===== src/rtl/md_pkg.sv =====
// Shared types and decode constants for the RV32M multiply/divide unit.
package md_pkg;

  localparam int XLEN = 32;

  typedef enum logic [1:0] {
    MD_IDLE,
    MD_RUN,
    MD_DONE
  } md_state_t;

  localparam logic [6:0] OPCODE_OP     = 7'b0110011;
  localparam logic [6:0] FUNCT7_MULDIV = 7'b0000001;

  localparam logic [2:0] F3_MUL    = 3'b000;
  localparam logic [2:0] F3_MULH   = 3'b001;
  localparam logic [2:0] F3_MULHSU = 3'b010;
  localparam logic [2:0] F3_MULHU  = 3'b011;
  localparam logic [2:0] F3_DIV    = 3'b100;
  localparam logic [2:0] F3_DIVU   = 3'b101;
  localparam logic [2:0] F3_REM    = 3'b110;
  localparam logic [2:0] F3_REMU   = 3'b111;

endpackage


===== src/rtl/md_shift_core.sv =====
// Shared iterative datapath: radix-2 shift-add multiply or restoring divide on
// unsigned magnitudes, one bit per cycle for XLEN cycles.
module md_shift_core
  import md_pkg::*;
(
  input  logic              clk,
  input  logic              rst_n,
  input  logic              start_i,
  input  logic              is_div_i,
  input  logic [XLEN-1:0]   mag_a_i,
  input  logic [XLEN-1:0]   mag_b_i,
  output logic              busy_o,
  output logic [2*XLEN-1:0] raw_o
);

  localparam int CW = $clog2(XLEN);
  localparam logic [CW-1:0] LAST = CW'(XLEN - 1);

  logic [2*XLEN-1:0] acc_q, acc_d;
  logic [XLEN-1:0]   b_q;
  logic [CW-1:0]     cnt_q;
  logic              active_q, is_div_q;

  logic [XLEN-1:0] hi, lo;
  logic [XLEN:0]   rem_sh, op_a, op_b;
  logic [XLEN+1:0] sum;

  assign hi = acc_q[2*XLEN-1:XLEN];
  assign lo = acc_q[XLEN-1:0];

  // One adder serves both ops: add multiplicand, or subtract divisor via ~b + 1.
  // For divide, sum[XLEN+1] is the carry out, i.e. "partial remainder >= divisor".
  always_comb begin
    rem_sh = {hi, lo[XLEN-1]};
    op_a   = is_div_q ? rem_sh : {1'b0, hi};
    op_b   = is_div_q ? ~{1'b0, b_q} : {1'b0, b_q};
    sum    = {1'b0, op_a} + {1'b0, op_b} + {{(XLEN+1){1'b0}}, is_div_q};
    if (is_div_q) begin
      if (sum[XLEN+1]) acc_d = {sum[XLEN-1:0], lo[XLEN-2:0], 1'b1};
      else             acc_d = {rem_sh[XLEN-1:0], lo[XLEN-2:0], 1'b0};
    end else begin
      if (lo[0]) acc_d = {sum[XLEN:0], lo[XLEN-1:1]};
      else       acc_d = {1'b0, hi, lo[XLEN-1:1]};
    end
  end

  // raw_o is the post-step value, so it is final during the last iteration.
  assign raw_o  = acc_d;
  assign busy_o = active_q && (cnt_q != LAST);

  // NOTE: sequential state uses non-blocking assignments only, so every
  // register samples pre-edge values regardless of statement order.
  always_ff @(posedge clk or negedge rst_n) begin
    if (!rst_n) begin
      acc_q    <= '0;
      b_q      <= '0;
      cnt_q    <= '0;
      active_q <= 1'b0;
      is_div_q <= 1'b0;
    end else if (start_i) begin
      acc_q    <= {{XLEN{1'b0}}, mag_a_i};
      b_q      <= mag_b_i;
      cnt_q    <= '0;
      active_q <= 1'b1;
      is_div_q <= is_div_i;
    end else if (active_q) begin
      acc_q <= acc_d;
      cnt_q <= cnt_q + 1'b1;
      if (cnt_q == LAST) active_q <= 1'b0;
    end
  end

endmodule


===== src/rtl/md_unit_ex.sv =====
// EX-stage RV32M unit: decode, sign handling, special cases, flush and the
// IDLE/RUN/DONE sequencer around the shared shift core.
module md_unit_ex
  import md_pkg::*;
(
  input  logic            clk,
  input  logic            rst,
  input  logic [31:0]     INSTR_EX,
  input  logic [XLEN-1:0] DATA1_EX,
  input  logic [XLEN-1:0] DATA2_EX,
  input  logic            FLUSH_MD,
  output logic            MD_STALL,
  output logic            MD_VALID,
  output logic [XLEN-1:0] MD_RESULT_EX
);

  md_state_t       state_q, state_d;
  logic [2:0]      f3_q;
  logic            neg_q;
  logic [XLEN-1:0] result_q, result_d;

  logic [2:0] funct3;
  logic       is_mop, a_signed, b_signed, neg_a, neg_b, res_neg;
  logic       div_zero, div_ovf;
  logic       unused_instr_fields;
  logic [XLEN-1:0] mag_a, mag_b, special_res;

  assign funct3 = INSTR_EX[14:12];
  assign is_mop = (INSTR_EX[6:0] == OPCODE_OP) && (INSTR_EX[31:25] == FUNCT7_MULDIV);
  assign unused_instr_fields = ^{INSTR_EX[24:15], INSTR_EX[11:7]};

  assign a_signed = (funct3 == F3_MULH) || (funct3 == F3_MULHSU) ||
                    (funct3 == F3_DIV)  || (funct3 == F3_REM);
  assign b_signed = (funct3 == F3_MULH) || (funct3 == F3_DIV) || (funct3 == F3_REM);
  assign neg_a    = a_signed && DATA1_EX[XLEN-1];
  assign neg_b    = b_signed && DATA2_EX[XLEN-1];
  assign mag_a    = neg_a ? -DATA1_EX : DATA1_EX;
  assign mag_b    = neg_b ? -DATA2_EX : DATA2_EX;
  // Remainders follow the dividend's sign; products and quotients the XOR.
  assign res_neg  = (funct3 == F3_REM) ? neg_a : (neg_a ^ neg_b);

  assign div_zero = funct3[2] && (DATA2_EX == '0);
  assign div_ovf  = (funct3 == F3_DIV || funct3 == F3_REM) &&
                    (DATA1_EX == {1'b1, {(XLEN-1){1'b0}}}) && (DATA2_EX == '1);
  assign special_res = funct3[1] ? (div_zero ? DATA1_EX : '0)
                                 : (div_zero ? '1 : {1'b1, {(XLEN-1){1'b0}}});

  logic              core_start, core_busy;
  logic [2*XLEN-1:0] core_raw;

  md_shift_core u_core (
    .clk      (clk),
    .rst_n    (rst),
    .start_i  (core_start),
    .is_div_i (funct3[2]),
    .mag_a_i  (mag_a),
    .mag_b_i  (mag_b),
    .busy_o   (core_busy),
    .raw_o    (core_raw)
  );

  logic [2*XLEN-1:0] prod_fix;
  logic [XLEN-1:0]   quot_fix, rem_fix, post_res;

  always_comb begin
    prod_fix = neg_q ? -core_raw : core_raw;
    quot_fix = neg_q ? -core_raw[XLEN-1:0] : core_raw[XLEN-1:0];
    rem_fix  = neg_q ? -core_raw[2*XLEN-1:XLEN] : core_raw[2*XLEN-1:XLEN];
    case (f3_q)
      F3_MUL:                       post_res = prod_fix[XLEN-1:0];
      F3_MULH, F3_MULHSU, F3_MULHU: post_res = prod_fix[2*XLEN-1:XLEN];
      F3_DIV, F3_DIVU:              post_res = quot_fix;
      default:                      post_res = rem_fix;
    endcase
  end

  logic stall, valid;

  // NOTE: every always_comb output gets a default first so no path infers a latch.
  always_comb begin
    state_d    = state_q;
    result_d   = result_q;
    stall      = 1'b0;
    valid      = 1'b0;
    core_start = 1'b0;
    case (state_q)
      MD_IDLE: begin
        if (is_mop) begin
          stall = 1'b1;
          if (!FLUSH_MD) begin
            if (div_zero || div_ovf) begin
              result_d = special_res;
              state_d  = MD_DONE;
            end else begin
              core_start = 1'b1;
              state_d    = MD_RUN;
            end
          end
        end
      end
      MD_RUN: begin
        stall = 1'b1;
        if (FLUSH_MD) begin
          state_d = MD_IDLE;
        end else if (!core_busy) begin
          result_d = post_res;
          state_d  = MD_DONE;
        end
      end
      MD_DONE: begin
        valid   = !FLUSH_MD;
        state_d = MD_IDLE;
      end
      default: state_d = MD_IDLE;
    endcase
  end

  // The IDLE stall is combinational from INSTR_EX; masking it with reset keeps
  // every output low for the whole time reset is held.
  assign MD_STALL     = stall && rst;
  assign MD_VALID     = valid;
  assign MD_RESULT_EX = result_q;

  always_ff @(posedge clk or negedge rst) begin
    if (!rst) begin
      state_q  <= MD_IDLE;
      f3_q     <= '0;
      neg_q    <= 1'b0;
      result_q <= '0;
    end else begin
      state_q  <= state_d;
      result_q <= result_d;
      if (core_start) begin
        f3_q  <= funct3;
        neg_q <= res_neg;
      end
    end
  end

endmodule


===== config.mk =====
export PLATFORM = sky130hd
export DESIGN_NAME = md_unit_ex
export DESIGN_NICKNAME = d
export VERILOG_FILES = /design/src/rtl/md_pkg.sv /design/src/rtl/md_shift_core.sv /design/src/rtl/md_unit_ex.sv
export SDC_FILE = /design/constraint.sdc
export NUM_CORES = 1
export LEC_CHECK = 0
export BUFFER_PORTS_ARGS = -buffer_cell sky130_fd_sc_hd__buf_2
export CAP_MARGIN = 25
export CORE_MARGIN = 2
export CORE_UTILIZATION = 30
export DETAILED_ROUTE_END_ITERATION = 8
export PLACE_DENSITY = 0.44
export SLEW_MARGIN = 10
export SYNTH_ARGS = -nofsm -noshare
export SYNTH_HDL_FRONTEND = slang
export SYNTH_HIERARCHICAL = 1
export SYNTH_SLANG_ARGS = --single-unit

===== constraint.sdc =====
create_clock -name clk -period 6.3 [get_ports clk]
set_input_delay 0 -clock clk [delete_from_list [all_inputs] [get_ports clk]]
set_output_delay 0 -clock clk [all_outputs]
set_load 0.01 [all_outputs]

Yosys cells after proc, flatten, opt, wreduce, memory -nomap -nowiden
Index checks and enable logic that the tools add are counted.
{"block": "op_classes", "n_eq_ne": 23, "muxes": 41, "addsub": 8, "n_reduce_logical": 25, "bitwise": 2}
{"op": "$mux W64", "n": 6}
{"op": "$mux W32", "n": 11}
{"op": "$neg A32 Y32", "n": 4}
{"op": "$pmux W32 S3", "n": 1}
{"op": "$mux W33", "n": 2}
{"op": "$eq A32 B32 Y1 const B", "n": 2}
{"op": "$neg A64 Y64", "n": 1}
{"op": "$pmux W32 S2", "n": 1}
{"op": "$add A33 B33 Y34", "n": 1}
{"op": "$add A34 B1 Y34", "n": 1}
{"op": "$not A32 Y33", "n": 1}
{"op": "$logic_not A32 Y1", "n": 1}
{"op": "$mux W31", "n": 1}
{"op": "$eq A3 B3 Y1 const B", "n": 4}
{"op": "$mux W1", "n": 10}
{"op": "$mux W2", "n": 5}
{"op": "$mux W5", "n": 2}
{"op": "$ne A2 B2 Y1 const B", "n": 5}
{"op": "$eq A3 B2 Y1 const B", "n": 3}
{"op": "$logic_and A1 B1 Y1", "n": 8}
{"op": "$eq A7 B1 Y1 const B", "n": 1}
{"op": "$eq A7 B6 Y1 const B", "n": 1}
{"op": "$logic_or A1 B1 Y1", "n": 7}
{"op": "$eq A3 B1 Y1 const B", "n": 2}
{"op": "17 further kinds", "n": 18}
{"block": "word_totals", "ff_bits": 141}

Longest topological paths before layout
Gate-level depths: netlist of the first run.
{"block": "logic_depth", "depth_word": 12, "mapped_depth": 27, "depth_no_buf": 20}

Hierarchy
Netlist of the first run, hierarchy kept.
{"module": "md_shift_core", "area_per_inst_um2": 8346.8, "cells_each": 950, "n_inst": 1}
{"module": "md_unit_ex", "area_per_inst_um2": 6069.6, "cells_each": 887, "n_inst": 1}

Worst setup path before layout of the first run
No wires, ideal clock.
{"block": "synth_timing", "kind": "register -> register", "start": "register u_core.is_div_q", "end": "register result_q[30], in the netlist MD_RESULT_EX[30]", "t_arrival_ns": 6.128, "synth_period_minus_slack_ns": 6.211, "setup_slack_ns": 0.089, "n_path_buf": 7, "path_stages_with_launch": 26, "required_time_ns": 6.217, "cell_sequence": "dfrtp_1 > buf_6 > clkbuf_1 > buf_1 > clkbuf_1 > buf_1 > o21ai_0 > ha_1 > a21o_1 > o21bai_1 > a21o_1 > a211o_1 > o2111ai_2 > nand2_2 > buf_2 > o211a_1 > inv_1 > ha_1 > nor4b_1 > nand4_1 > clkbuf_1 > nor4_1 > nand3_1 > o32a_1 > and3_1 > o21ai_0"}
{"block": "synth_via", "elab_chain_cells": 11, "word_cells_on_any_way": 17, "cone_classes": "5 x add/sub; 12 x mux"}
{"item": "from (decl)", "line": "md_shift_core.sv:22", "source": "logic active_q, is_div_q;"}
{"item": "from (signal assigned)", "line": "md_shift_core.sv:65", "source": "is_div_q <= is_div_i;"}
{"item": "$mux W33 (on tied branches)", "line": "md_shift_core.sv:35, md_shift_core.sv:36"}
{"item": "$add A33 B33 Y34", "line": "md_shift_core.sv:37", "source": "sum = {1'b0, op_a} + {1'b0, op_b} + {{(XLEN+1){1'b0}}, is_div_q};"}
{"item": "$add A34 B1 Y34", "line": "md_shift_core.sv:37"}
{"item": "$mux W64 (on tied branches)", "line": "md_shift_core.sv:42, md_shift_core.sv:39"}
{"item": "$mux W64 (*)", "line": "md_shift_core.sv:38", "source": "if (is_div_q) begin"}
{"item": "named net core_raw[32]", "line": "md_unit_ex.sv:49", "source": "logic [2*XLEN-1:0] core_raw;"}
{"item": "$neg A64 Y64 or $neg A32 Y32 (tied branches)", "line": "md_unit_ex.sv:66, md_unit_ex.sv:68"}
{"item": "$mux W64 or $mux W32 (tied branches)", "line": "md_unit_ex.sv:66, md_unit_ex.sv:68"}
{"item": "$pmux W32 S3 (*)", "line": "md_unit_ex.sv:69", "source": "case (f3_q)"}
{"item": "$mux W32 (*)", "line": "md_unit_ex.sv:105", "source": "end else if (!core_busy) begin"}
{"item": "$mux W32 (*)", "line": "md_unit_ex.sv:103", "source": "if (FLUSH_MD) begin"}
{"item": "$pmux W32 S2 (*)", "line": "md_unit_ex.sv:86", "source": "case (state_q)"}
{"item": "to (signal assigned)", "line": "md_unit_ex.sv:132", "source": "result_q <= result_d;"}
{"item": "to (decl)", "line": "md_unit_ex.sv:20", "source": "logic [XLEN-1:0] result_q, result_d;"}
The timed path passes the listed nets; every way through them passes the cells marked *. The select of a mux whose other input is x is not followed.
A chain may end at the register's enable or synchronous reset.

Worst setup path in the final report of the first run
{"block": "layout_timing", "start": "register u_core.is_div_q", "end": "register result_q[31], in the netlist MD_RESULT_EX[31]"}
The elaborated chain is that of the path after synthesis.

==> results of run 1 <==
## cell usage after synthesis, types with 7 or more instances
| library cell | count | area share (%) |
|---|---|---|
| buf_2 | 10 | 0.35 |
| a32oi_1 | 8 | 0.49 |
| o22a_1 | 9 | 0.55 |
| o41ai_1 | 13 | 0.79 |
| dfrtp_1 | 141 | 24 |
| o31ai_1 | 20 | 1.0 |
| or3_1 | 24 | 1.0 |
| a211oi_1 | 14 | 0.73 |
| nand2b_1 | 16 | 0.69 |
| mux2i_1 | 55 | 3.8 |
| ha_1 | 38 | 3.3 |
| nand3_1 | 48 | 1.7 |
| nor3_1 | 61 | 2.1 |
| a221oi_1 | 7 | 0.43 |
| xnor2_1 | 69 | 4.2 |
| xor2_1 | 91 | 5.5 |
| a211o_1 | 9 | 0.55 |
| o22ai_1 | 13 | 0.56 |
| mux2_2 | 85 | 6.6 |
| buf_1 | 13 | 0.34 |
| o21ai_0 | 142 | 4.9 |
| a31oi_1 | 22 | 0.95 |
| o21a_1 | 24 | 1.2 |
| nand2_1 | 194 | 5.1 |
| o211ai_1 | 17 | 0.89 |
| nor2_1 | 167 | 4.3 |
| a21oi_1 | 109 | 3.8 |
| nand4_1 | 25 | 1.1 |
| or4_1 | 17 | 0.89 |
| nor4b_1 | 7 | 0.43 |
| inv_1 | 48 | 1.2 |
| clkbuf_1 | 89 | 2.3 |
| a21o_1 | 18 | 0.94 |
| a311oi_1 | 25 | 1.5 |
| a22oi_1 | 13 | 0.68 |
| and3_1 | 9 | 0.39 |
| nor4_1 | 27 | 1.2 |
| nor2b_1 | 8 | 0.35 |
## metrics by stage
stage                     instances  cell area (µm²)  hold slack (ns)
after global routing           2622            17100           0.0389
final                          2622            17100           0.0267
after detailed placement       2532            15900           0.0685
after floorplan                1837            14400           -0.296
after global placement         2532            15900           0.0733
after CTS                      2620            17000          0.00174
## layout make-up
type                       instances  area share (%)
multi-input combinational       1526            59.8
clock buffer                      23            2.74
sequential                       141            20.7
tap                              615            4.51
timing repair buffer             260            10.7
inverter                          50            1.11
clock inverter                     7           0.389
## registers in the layout, summed over array words and instances (netlist names)
register	count
f3_q	3
u_core/cnt_q	5
neg_q	1
u_core/is_div_q	1
u_core/active_q	1
MD_RESULT_EX	32
state_q	2
u_core/b_q	32
u_core/acc_q	64
## worst paths after layout
path                                                  start                            to  depth (start not counted)
worst max-delay path            u_core/is_div_q$_DFFE_PN0P_  MD_RESULT_EX[31]$_DFFE_PN0P_                         19
worst min-delay path                           DATA1_EX[31]  u_core/acc_q[31]$_DFFE_PN0P_                          5
worst max register to register  u_core/is_div_q$_DFFE_PN0P_  MD_RESULT_EX[31]$_DFFE_PN0P_                         19
worst min register to register  MD_RESULT_EX[5]$_DFFE_PN0P_   MD_RESULT_EX[5]$_DFFE_PN0P_                          2
max in group asynchronous                               rst   u_core/is_div_q$_DFFE_PN0P_                          3
min in group asynchronous                               rst    u_core/b_q[30]$_DFFE_PN0P_                          2
## report_power, final
| part | internal (W) | switching, W | total [W] |
|---|---|---|---|
| Combinational | 0.000106 | 0.000160 | 0.000266 |
| Clock | 0.000555 | 0.000425 | 0.000980 |
| Sequential | 0.000908 | 0.00000241 | 0.000911 |
| Total | 0.00157 | 0.000587 | 0.00216 |
## layer usage
layer  vias to the layer above  track usage [%]  share of wire (%)
li1                       7153                -                  -
met3                        64             3.83                6.8
met5                         -                0              0.020
met2                       565             37.9                 44
met4                         2             6.80                1.8
met1                      7446             35.4                 47
## tightest hold or removal path: stages
cell and delay, ns:
buf_2 0.13, inv_1 0.15, a21oi_1 0.06, nand2_1 0.06, o21ai_0 0.06
## what timing repair did
action | 4_1_cts | 5_1_grt
gates resized for setup | 0 | 3
hold buffers | 58 | 0
setup buffers | 0 | 0
endpoints found under the setup margin | 0 | 4
endpoints found under the hold margin | 139 | 0
## logic make-up (layout without fill, tap and decap cells)
family | Yosys count | in the layout | share of synthesized area (%)
multiplexers | 141 | 141 | 10.5
buffers and inverters | 170 | 340 | 4.83
AO/OA/AOI/OAI | 547 | 547 | 25.5
XOR/XNOR | 160 | 160 | 9.72
flip-flops | 141 | 141 | 24.5
adder cells (fa/ha/maj) | 39 | 39 | 3.44
AND/OR/NAND/NOR | 639 | 639 | 21.5
## cells in the final DEF (no fill, tap or decap), types with 8 or more instances in the layout
| master | count |
|---|---|
| buf_2 | 116 |
| o22ai_1 | 13 |
| o21ai_0 | 141 |
| and3_1 | 9 |
| or4_1 | 17 |
| inv_1 | 48 |
| o22a_1 | 9 |
| mux2i_1 | 55 |
| nand2b_1 | 16 |
| a211o_1 | 9 |
| a22oi_1 | 13 |
| nand3_1 | 48 |
| o21a_1 | 24 |
| ha_1 | 38 |
| xor2_1 | 91 |
| dlygate4sd3_1 | 58 |
| buf_4 | 81 |
| a211oi_1 | 14 |
| nand2_1 | 194 |
| a32oi_1 | 8 |
| clkbuf_16 | 17 |
| a31oi_1 | 22 |
| or3_1 | 24 |
| mux2_2 | 85 |
| xnor2_1 | 69 |
| a311oi_1 | 25 |
| nor2b_1 | 8 |
| a21o_1 | 18 |
| dfrtp_1 | 138 |
| a21oi_1 | 109 |
| nor3_1 | 60 |
| o31ai_1 | 20 |
| nor2_1 | 167 |
| o211ai_1 | 17 |
| nand4_1 | 25 |
| o41ai_1 | 13 |
| nor4_1 | 27 |
==> qor.csv, run 1 <==
stage,metric,value,unit
final_layout,Final #Nets,2134,
drt,routed length per placed instance,23.1,µm
final_layout,layout cell share with drive strength beyond 1,17.3,%
yosys,"EDFF count, synth",0,
setup_path,critical path class,flip-flop to flip-flop,
final_layout,"Core Util, Final",35.9,%
grt,largest net degree at the start of global routing,100,
final_layout,diodes inserted,0,
setup_path,Crit path buffers/inverters,4,
setup_path,crit-path max FO,36,
sta,"Slew Viols, Final",0,
power,Leak,6.51,nW
yosys,"Async S/R FF share, synth",100,%
die,die area,49800,µm²
yosys,register bit count reported by yosys,141,
worst_hold_path,Hold Crit Class,primary input to flip-flop,
sta,setup ws final,0.463,ns
sta,final hold vios,0,
clock_network,CTS tree,yes,
power,Pwr per Cell Area,126,nW/µm²
final_layout,area of the multi-input gates,10200,µm²
clock_network,total CTS buffers,17,
placed_design,pre-CTS setup slack,0.535,ns
setup_path,critical path data arrival time,6.16,ns
sta,fmax,0.171,GHz
sta,Fin Clk Skew,0.0103,ns
clock_network,clock sinks,141,
drt,routed vias/inst,5.81,
clock_network,clk buf depth,2,
drt,via count,15200,
final_layout,# fillers,4996,
sta,Setup TNS Final,0,ns
sta,Worst Tran Pin Value,1.00,ns
clock_network,CTS Root Cell,clkbuf_16,
power,Total Power,0.00216,W
yosys,post-synth net total,1975,
setup_path,CP Capture Type,flip-flop,
setup_path,crit-path cells,buf_4 > mux2_2 > ha_1 > nand4_1 > nor4_1 > buf_4 > o2111a_1 > nor3_4 > buf_4 > a221oi_1 > nand2_1 > nor4_1 > buf_4 > nand2_1 > nor4_1 > a2bb2oi_1 > nor2_1 > a311oi_1 > o31ai_1,
die,core box area,47500,µm²
die,# rows,80,
sta,final worst path period need,5.84,ns
placed_design,Placer Congestion,0.900,
sta,Tcrit/Tclk final,92.7,%
clock_network,clock-pin slew on the worst setup and hold paths,0.06,ns
drt,ANT nets after route,0,
setup_path,crit path launch type,flip-flop,
placed_design,DP HPWL,46.6,mm
yosys,syn avg cell area,7.85,µm²
drt,final wirelength,60.6,mm
clock_network,later-pin clock latency in the skew report,0.49,ns
drt,DRT iter0 DRCs,1405,
setup_path,Crit path top cell by count,buf_4,
die,Die Ht,223,µm
grt,vias in the first global route,14800,
run,Max Cap Viol,0,
yosys,Unique masters post-synth,94,
yosys,Yosys warning total,6,
setup_path,CP max-delay cell,dfrtp_4,
sta,max_slew headroom,32.5,%
setup_path,"CP delay by family, top",simple AND/OR/NAND/NOR gates,
clock_network,H-tree depth,4,
yosys,Mapped Area,14400,µm²
drt,Post-route DRC,0,
placed_design,Port Buffers,117,
grt,Total Routing Usage GR,24.6,%
grt,first-pass GRT wire length,93.1,mm
grt,antenna violations before repair,1,
die,Ports,133,
yosys,Post-synth top flop,dfrtp_1,
sta,unrepaired setup endpoints after global routing,false,
die,Die W,223,µm
power,peak supply drop,0.196,mV
setup_path,r2r setup slk,0.46,ns
setup_path,Worst path max stage delay,0.68,ns
final_layout,area delta synth->final,18.4,%
yosys,Syn Inst Count,1837,
yosys,"Seq/Total Area, Yosys",24.5,%
drt,TritonRoute pass-1 iters,5,
sta,Finish-stage setup viols,0,
status,status,finished clean,
grt,Congestion Overflow GR,0,
setup_path,CP required,6.63,ns
die,Initial Utilization,30.3,%
final_layout,register area,3540,µm²
(Power assumes the default switching activity.)
==> run 2, diff against run 1 <==
--- a/config.mk
+++ b/config.mk
@@ -9,10 +9,10 @@
 export CAP_MARGIN = 25
 export CORE_MARGIN = 2
 export CORE_UTILIZATION = 30
+export CTS_CLUSTER_SIZE = 25
 export DETAILED_ROUTE_END_ITERATION = 8
 export PLACE_DENSITY = 0.44
 export SLEW_MARGIN = 10
 export SYNTH_ARGS = -nofsm -noshare
 export SYNTH_HDL_FRONTEND = slang
-export SYNTH_HIERARCHICAL = 1
 export SYNTH_SLANG_ARGS = --single-unit
==> qor.csv, run 2 <==
stage,metric,value,unit,change
drt,DRT iter0 DRCs,1307,,-7.0%
yosys,Mapped Area,14400,µm²,-0.43%
setup_path,CP required,6.65,ns,+0.02 ns
setup_path,crit path to,MD_RESULT_EX[12]$_DFFE_PN0P_,,
sta,Tcrit/Tclk final,94.3,%,+1.7 points
power,Pwr per Cell Area,137,nW/µm²,+8.6%
yosys,Synth Area in Compound Gates,28.8,%,+3.4 points
status,status,finished clean,,
die,core box area,47400,µm²,-0.21%
grt,vias in the first global route,14700,,-0.31%
sta,final worst path period need,5.94,ns,+0.106 ns
yosys,post-synth net total,2007,,+1.6%
yosys,register bit count reported by yosys,140,,-0.71%
yosys,"Seq/Total Area, Yosys",24.4,%,-0.070 points
yosys,post-synthesis simple-gate area fraction,22.2,%,+0.70 points
clock_network,later-pin clock latency in the skew report,0.47,ns,-0.02 ns
sta,Worst Tran Pin Value,1.02,ns,+0.0152 ns
final_layout,diodes inserted,0,,unchanged
clock_network,clock-pin slew on the worst setup and hold paths,0.08,ns,+0.02 ns
setup_path,crit path launch type,flip-flop,,
placed_design,Port Buffers,117,,unchanged
die,Die Ht,223,µm,-0.21%
worst_hold_path,Hold Crit Class,primary input to flip-flop,,
clock_network,clk buf depth,2,,unchanged
die,Initial Utilization,30.3,%,-0.065 points
grt,largest net degree at the start of global routing,82,,-18%
clock_network,total CTS buffers,17,,unchanged
setup_path,R2R depth,21,,+2
sta,setup ws final,0.356,ns,-0.106 ns
yosys,most frequent cell after synthesis,nand2_1,,
drt,via count,14800,,-2.7%
drt,routed vias/inst,5.58,,-3.9%
drt,Post-route DRC,0,,unchanged
final_layout,"most common cell after layout, fill and taps aside",nand2_1,,
sta,"Slew Viols, Final",0,,unchanged
power,peak supply drop,0.208,mV,+6.1%
sta,unrepaired setup endpoints after global routing,false,,
yosys,mux contribution to synthesized area,5.30,%,-5.2 points
sta,fmax,0.168,GHz,-1.8%
final_layout,layout cell share with drive strength beyond 1,15.3,%,-2.0 points
run,Max Cap Viol,0,,unchanged
drt,routed length per placed instance,21.9,µm,-5.1%
yosys,"EDFF count, synth",0,,unchanged
grt,Total Routing Usage GR,23.7,%,-0.90 points
die,die area,49600,µm²,-0.42%
setup_path,critical path class,flip-flop to flip-flop,,
final_layout,Largest Register,u_core.acc_q,,
drt,TritonRoute pass-1 iters,5,,unchanged
final_layout,area delta synth->final,20.0,%,
drt,ANT nets after route,0,,unchanged
yosys,Post-synth top cells,"nand2_1, o21ai_0, nor2_1",,
die,Die W,223,µm,-0.21%
die,# rows,80,,unchanged
worst_hold_path,Hold Crit Depth,5,,unchanged
clock_network,CTS tree,yes,,
placed_design,Placer Congestion,0.890,,-1.1%
clock_network,clock sinks,140,,-0.71%
final_layout,"Core Util, Final",36.3,%,+0.41 points
die,Ports,133,,unchanged
yosys,largest family of logic cells by synthesized area,compound AO/OA/AOI/OAI gates,,
clock_network,CTS Root Cell,clkbuf_16,,
final_layout,most frequent cells in the layout,"nand2_1, o21ai_0, nor2_1",,
yosys,syn avg cell area,7.68,µm²,-2.1%
setup_path,CP Capture Type,flip-flop,,
sta,max_slew headroom,31.6,%,-0.91 points
final_layout,max FFs per register,64,,unchanged
power,Total Power,0.00236,W,+9.6%
yosys,Syn Inst Count,1869,,+1.7%
sta,Finish-stage setup viols,0,,unchanged
sta,Fin Clk Skew,0.0196,ns,+0.00930 ns
yosys,Synth Area in XOR/XNOR,10.9,%,+1.2 points
grt,first-pass GRT wire length,90.1,mm,-3.2%
yosys,Yosys warning total,0,,-6
placed_design,pre-CTS setup slack,0.258,ns,-0.277 ns
setup_path,Worst Setup SP,f3_q[2]$_DFFE_PN0P_,,
final_layout,Final #Nets,2165,,+1.5%
yosys,post-synthesis adder-cell area fraction,3.45,%,+0.015 points
placed_design,DP HPWL,45.3,mm,-2.8%
sta,final hold vios,0,,unchanged
yosys,Unique masters post-synth,93,,-1.1%
setup_path,r2r setup slk,0.36,ns,-0.11 ns
setup_path,crit-path max FO,26,,-28%
yosys,"Async S/R FF share, synth",100,%,unchanged
setup_path,FF-to-FF Start,f3_q[2]$_DFFE_PN0P_,,
grt,antenna violations before repair,2,,+1
yosys,Yosys top cell by area,dfrtp_1,,
setup_path,critical path data arrival time,6.30,ns,+0.14 ns
power,Leak,6.76,nW,+3.8%
clock_network,H-tree depth,4,,unchanged
yosys,Post-synth top flop,dfrtp_1,,
setup_path,reg2reg end,MD_RESULT_EX[12]$_DFFE_PN0P_,,
grt,Congestion Overflow GR,0,,unchanged
yosys,share of the synthesized area in the top cell type,24.4,%,-0.070 points
yosys,ranking of synthesized cells by area,"dfrtp_1, o21ai_0, nand2_1",,
drt,final wirelength,58.2,mm,-3.9%
[run 2: changes by cell type after synthesis, sizes merged, moves of 15 or more]
cell / delta
nor4: -15
a221oi: +16
o211ai: +35
a211oi: +39
a311oi: -25
mux2: -62
o21ai: +51
nand2: +37
[run 2: worst min path at each step]
stage,from,end,slack (ns)
6_report,DATA1_EX[9],u_core.acc_q[9]$_DFFE_PN0P_,0.04
5_1_grt,DATA1_EX[9],u_core.acc_q[9]$_DFFE_PN0P_,0.06
4_1_cts,DATA1_EX[9],u_core.acc_q[9]$_DFFE_PN0P_,0.03
3_5_place_dp,rst,u_core.b_q[13]$_DFFE_PN0P_,0.07
3_3_place_gp,rst,u_core.b_q[16]$_DFFE_PN0P_,0.08
2_1_floorplan,rst,MD_RESULT_EX[0]$_DFFE_PN0P_,-0.30
[run 2: where the power goes]
part | internal (W) | switching [W] | total (W)
clock network | 0.000604 | 0.000466 | 0.00107
logic | 0.000151 | 0.000209 | 0.000360
registers | 0.000914 | 0.0000200 | 0.000934
[run 2: cell type report]
class	instances	area (µm²)
Clock buffer	19	453
Clock inverter	13	140
Fill cell	5124	30200
Inverter	46	173
Multi-Input combinational cell	1557	10200
Sequential cell	140	3510
Tap cell	615	769
Timing Repair Buffer	265	1930
[run 2: through the flow]
step           cell area, µm²  TNS, ns  hold WS [ns]  cells
2_1_floorplan           14600    -1.67        -0.296   1869
3_3_place_gp            15900        0        0.0794   2549
3_5_place_dp            15900        0        0.0697   2549
4_1_cts                 17200        0        0.0275   2653
5_1_grt                 17200        0        0.0604   2655
6_report                17200        0        0.0370   2655
[run 2: timing repair]
item | CTS | global route
gates resized for setup | 0 | 1
buffers inserted | 0 | 1
endpoints found under the setup margin | 0 | 4
endpoints found under the hold margin | 146 | 0
hold buffers | 72 | 0
[run 2: per-layer routing]
layer	wire, µm	global-route usage (%)
met5	22	0
met4	1490	6.99
met3	3300	5.29
met2	26300	37.6
met1	27100	32.1
[run 2: critical path: stages, from the launching register on]
cell and delay, ns:
dfrtp_4 0.61, buf_4 0.38, xor2_1 0.19, ha_1 0.32, a21o_1 0.23, a41o_4 0.29, a211oi_4 0.28, o211a_1 0.28
nand2_8 0.09, a21oi_4 0.16, ha_2 0.22, o211ai_1 0.14, nor3_2 0.36, nand4_1 0.29, or3_1 0.46, or3_1 0.48
nand2_1 0.19, nand3_1 0.12, o21ai_1 0.20, xnor2_1 0.16, o22ai_1 0.09, a221o_1 0.30
[run 2: cell families (layout without fill, tap and decap cells)]
family / after synthesis / count (layout)
xor gates and xnor gates: 179 / 179
AOI/OAI and AO/OA: 612 / 612
and+or+nand+nor: 654 / 654
adders and majority gates: 39 / 39
muxes: 73 / 73
buffers and inverters: 172 / 343
DFF: 140 / 140
==> run 3, diff against run 2 <==
--- a/config.mk
+++ b/config.mk
@@ -9,6 +9,7 @@
 export CAP_MARGIN = 25
 export CORE_MARGIN = 2
 export CORE_UTILIZATION = 30
+export CTS_BUF_LIST = sky130_fd_sc_hd__clkbuf_16
 export CTS_CLUSTER_SIZE = 25
 export DETAILED_ROUTE_END_ITERATION = 8
 export PLACE_DENSITY = 0.44
==> qor.csv, run 3 (synthesis gave the netlist of run 2 again) <==
stage,metric,value,unit,change
status,status,finished clean,,
final_layout,layout cell share with drive strength beyond 1,15.2,%,-0.098 points
die,core box area,47400,µm²,unchanged
setup_path,Crit path top cell by count,or3_1,,
sta,fmax,0.167,GHz,-0.46%
final_layout,Finished Layout Cells,2655,,unchanged
sta,setup ws final,0.329,ns,-0.0276 ns
drt,via count,14800,,+0.014%
final_layout,max FFs per register,64,,unchanged
setup_path,Worst path max stage delay,0.61,ns,about the same
drt,Post-route DRC,0,,unchanged
sta,final hold vios,0,,unchanged
drt,routed length per placed instance,21.9,µm,+0.12%
grt,vias in the first global route,14700,,+0.027%
placed_design,DP HPWL,45.3,mm,unchanged
power,Reg power frac,39.9,%,+0.4 points
final_layout,# fillers,5130,,+0.12%
sta,unrepaired setup endpoints after global routing,false,,
grt,M3 GR Usage,5.29,%,unchanged
setup_path,crit-path max FO,26,,unchanged
setup_path,crit-path cells,buf_4 > xor2_1 > ha_1 > a21o_1 > a41o_4 > a211oi_4 > o211a_1 > nand2_8 > a21oi_4 > ha_2 > o211ai_1 > nor3_2 > nand4_1 > or3_1 > or3_1 > nand2_1 > nand3_1 > o21ai_1 > xnor2_1 > o22ai_1 > a221o_1,,
sta,Worst Tran Pin Value,1.04,ns,+0.0160 ns
clock_network,total CTS buffers,17,,unchanged
final_layout,register area,3510,µm²,unchanged
setup_path,critical path class,flip-flop to flip-flop,,
power,Leak,6.75,nW,-0.17%
grt,largest net degree at the start of global routing,82,,unchanged
setup_path,CP Capture Type,flip-flop,,
clock_network,clock-pin slew on the worst setup and hold paths,0.08,ns,about the same
grt,first-pass GRT wire length,90.1,mm,unchanged
setup_path,critical path data arrival time,6.32,ns,+0.02 ns
sta,max_slew headroom,30.5,%,-1.1 points
run,Max Cap Viol,0,,unchanged
power,Logic pwr share,15.4,%,+0.2 points
placed_design,Placed Cells incl. Taps,2549,,unchanged
power,Sw Ratio,29.7,%,+0.28 points
die,Initial Utilization,30.3,%,unchanged
placed_design,Placement Cell Area,15900,µm²,unchanged
final_layout,post-route cell area,17200,µm²,-0.12%
placed_design,pre-CTS setup slack,0.258,ns,unchanged
setup_path,crit path launch type,flip-flop,,
power,cell internal pwr,0.00164,W,-1.5%
final_layout,area delta synth->final,19.8,%,
worst_hold_path,Hold Crit Class,primary input to flip-flop,,
clock_network,clock sinks,140,,unchanged
final_layout,Largest Register,u_core.acc_q,,
final_layout,most frequent cells in the layout,"nand2_1, o21ai_0, nor2_1",,
power,peak supply drop,0.208,mV,+0.21%
final_layout,Final #Nets,2165,,unchanged
sta,Finish-stage setup viols,0,,unchanged
setup_path,CP required,6.65,ns,about the same
clock_network,CTS tree,yes,,
sta,Setup TNS Final,0,ns,unchanged
sta,Tcrit/Tclk final,94.8,%,+0.44 points
sta,Fin Clk Skew,0.0197,ns,+0.0000108 ns
grt,antenna violations before repair,2,,unchanged
sta,"Slew Viols, Final",0,,unchanged
clock_network,clk buf depth,2,,unchanged
clock_network,H-tree depth,4,,unchanged
final_layout,area of the multi-input gates,10200,µm²,unchanged
clock_network,CTS Root Cell,clkbuf_16,,
grt,Congestion Overflow GR,0,,unchanged
drt,final wirelength,58.2,mm,+0.12%
grt,grt met1 use,32.1,%,about the same
setup_path,r2r setup slk,0.33,ns,-0.03 ns
power,sw power,0.000695,W,-0.11%
placed_design,Placer Congestion,0.890,,unchanged
clock_network,later-pin clock latency in the skew report,0.47,ns,about the same
grt,Total Routing Usage GR,23.7,%,about the same
die,Die Ht,223,µm,unchanged
power,clock power share,44.7,%,-0.6 points
drt,DRT iter0 DRCs,1301,,-0.46%
final_layout,"Core Util, Final",36.3,%,-0.042 points
setup_path,CP max-delay cell,dfrtp_4,,
die,Ports,133,,unchanged
drt,ANT nets after route,0,,unchanged
power,Pwr per Cell Area,136,nW/µm²,-0.95%
die,# rows,80,,unchanged
drt,routed vias/inst,5.58,,about the same
final_layout,"most common cell after layout, fill and taps aside",nand2_1,,
grt,M2 GR Usage,37.6,%,about the same
sta,final worst path period need,5.97,ns,+0.0276 ns
final_layout,diodes inserted,0,,unchanged
die,Die W,223,µm,unchanged
die,die area,49600,µm²,unchanged
grt,gr busiest metal,met2,,
drt,TritonRoute pass-1 iters,7,,+2
placed_design,Port Buffers,117,,unchanged
run 3: cell count changes in the layout (fill, tap and decap cells not counted), sizes merged:
cell | before | now
clkbuf | 19 | 17
clkinv | 6 | 8
run 3: stage by stage:
step / total power (W) / hold slack, ns
2_1_floorplan: 0.00112 / -0.296
6_report: 0.00234 / 0.0412
3_3_place_gp: 0.00127 / 0.0794
4_1_cts: 0.00236 / 0.0275
5_1_grt: 0.00244 / 0.0604
3_5_place_dp: 0.00127 / 0.0697
run 3: area by class of cell:
class,count,share of cell area (%)
clock inverters,15,0.858
multi-input cells,1557,59.6
clock buffers,17,2.47
inverters,46,1.00
flip-flops and latches,140,20.4
repair buffers,265,11.2
well taps,615,4.47
run 3: power groups by stage:
stage | Sequential [W] | Combinational [W] | Clock (W)
3_3_place_gp | 0.000950 | 0.000318 | 0
2_1_floorplan | 0.000945 | 0.000179 | 0
4_1_cts | 0.000933 | 0.000357 | 0.00107
6_report | 0.000934 | 0.000360 | 0.00105
3_5_place_dp | 0.000950 | 0.000318 | 0
5_1_grt | 0.000936 | 0.000397 | 0.00111
run 3: per-layer routing:
layer,up-vias,wire (µm)
met1,7131,27100
li1,7211,-
met4,4,1500
met3,81,3340
met5,-,22
met2,388,26200
run 3: worst max-delay path: cells and delay by family (launching register included):
kind / cells / cell delay [ns]
and+or+nand+nor: 7 / 2.00
AOI/OAI and AO/OA: 9 / 1.97
DFF: 1 / 0.61
adders and majority gates: 2 / 0.54
buffers and inverters: 1 / 0.37
xor gates and xnor gates: 2 / 0.34
run 3: path summary, 6_finish.rpt:
kind                                              from                            to  depth (start not counted)
max                                f3_q[2]$_DFFE_PN0P_  MD_RESULT_EX[12]$_DFFE_PN0P_                         21
min                                        DATA1_EX[9]   u_core.acc_q[9]$_DFFE_PN0P_                          5
max reg2reg                        f3_q[2]$_DFFE_PN0P_  MD_RESULT_EX[12]$_DFFE_PN0P_                         21
min reg2reg                MD_RESULT_EX[0]$_DFFE_PN0P_   MD_RESULT_EX[0]$_DFFE_PN0P_                          2
max in group asynchronous                          rst  u_core.acc_q[63]$_DFFE_PN0P_                          4
min in group asynchronous                          rst    u_core.b_q[13]$_DFFE_PN0P_                          2
run 3: timing repair:
item,in CTS,in global routing
resized for setup,0,1
hold buffers,72,0
endpoints found under the hold margin,146,0
setup endpoints to repair,0,4
buffers inserted,0,1
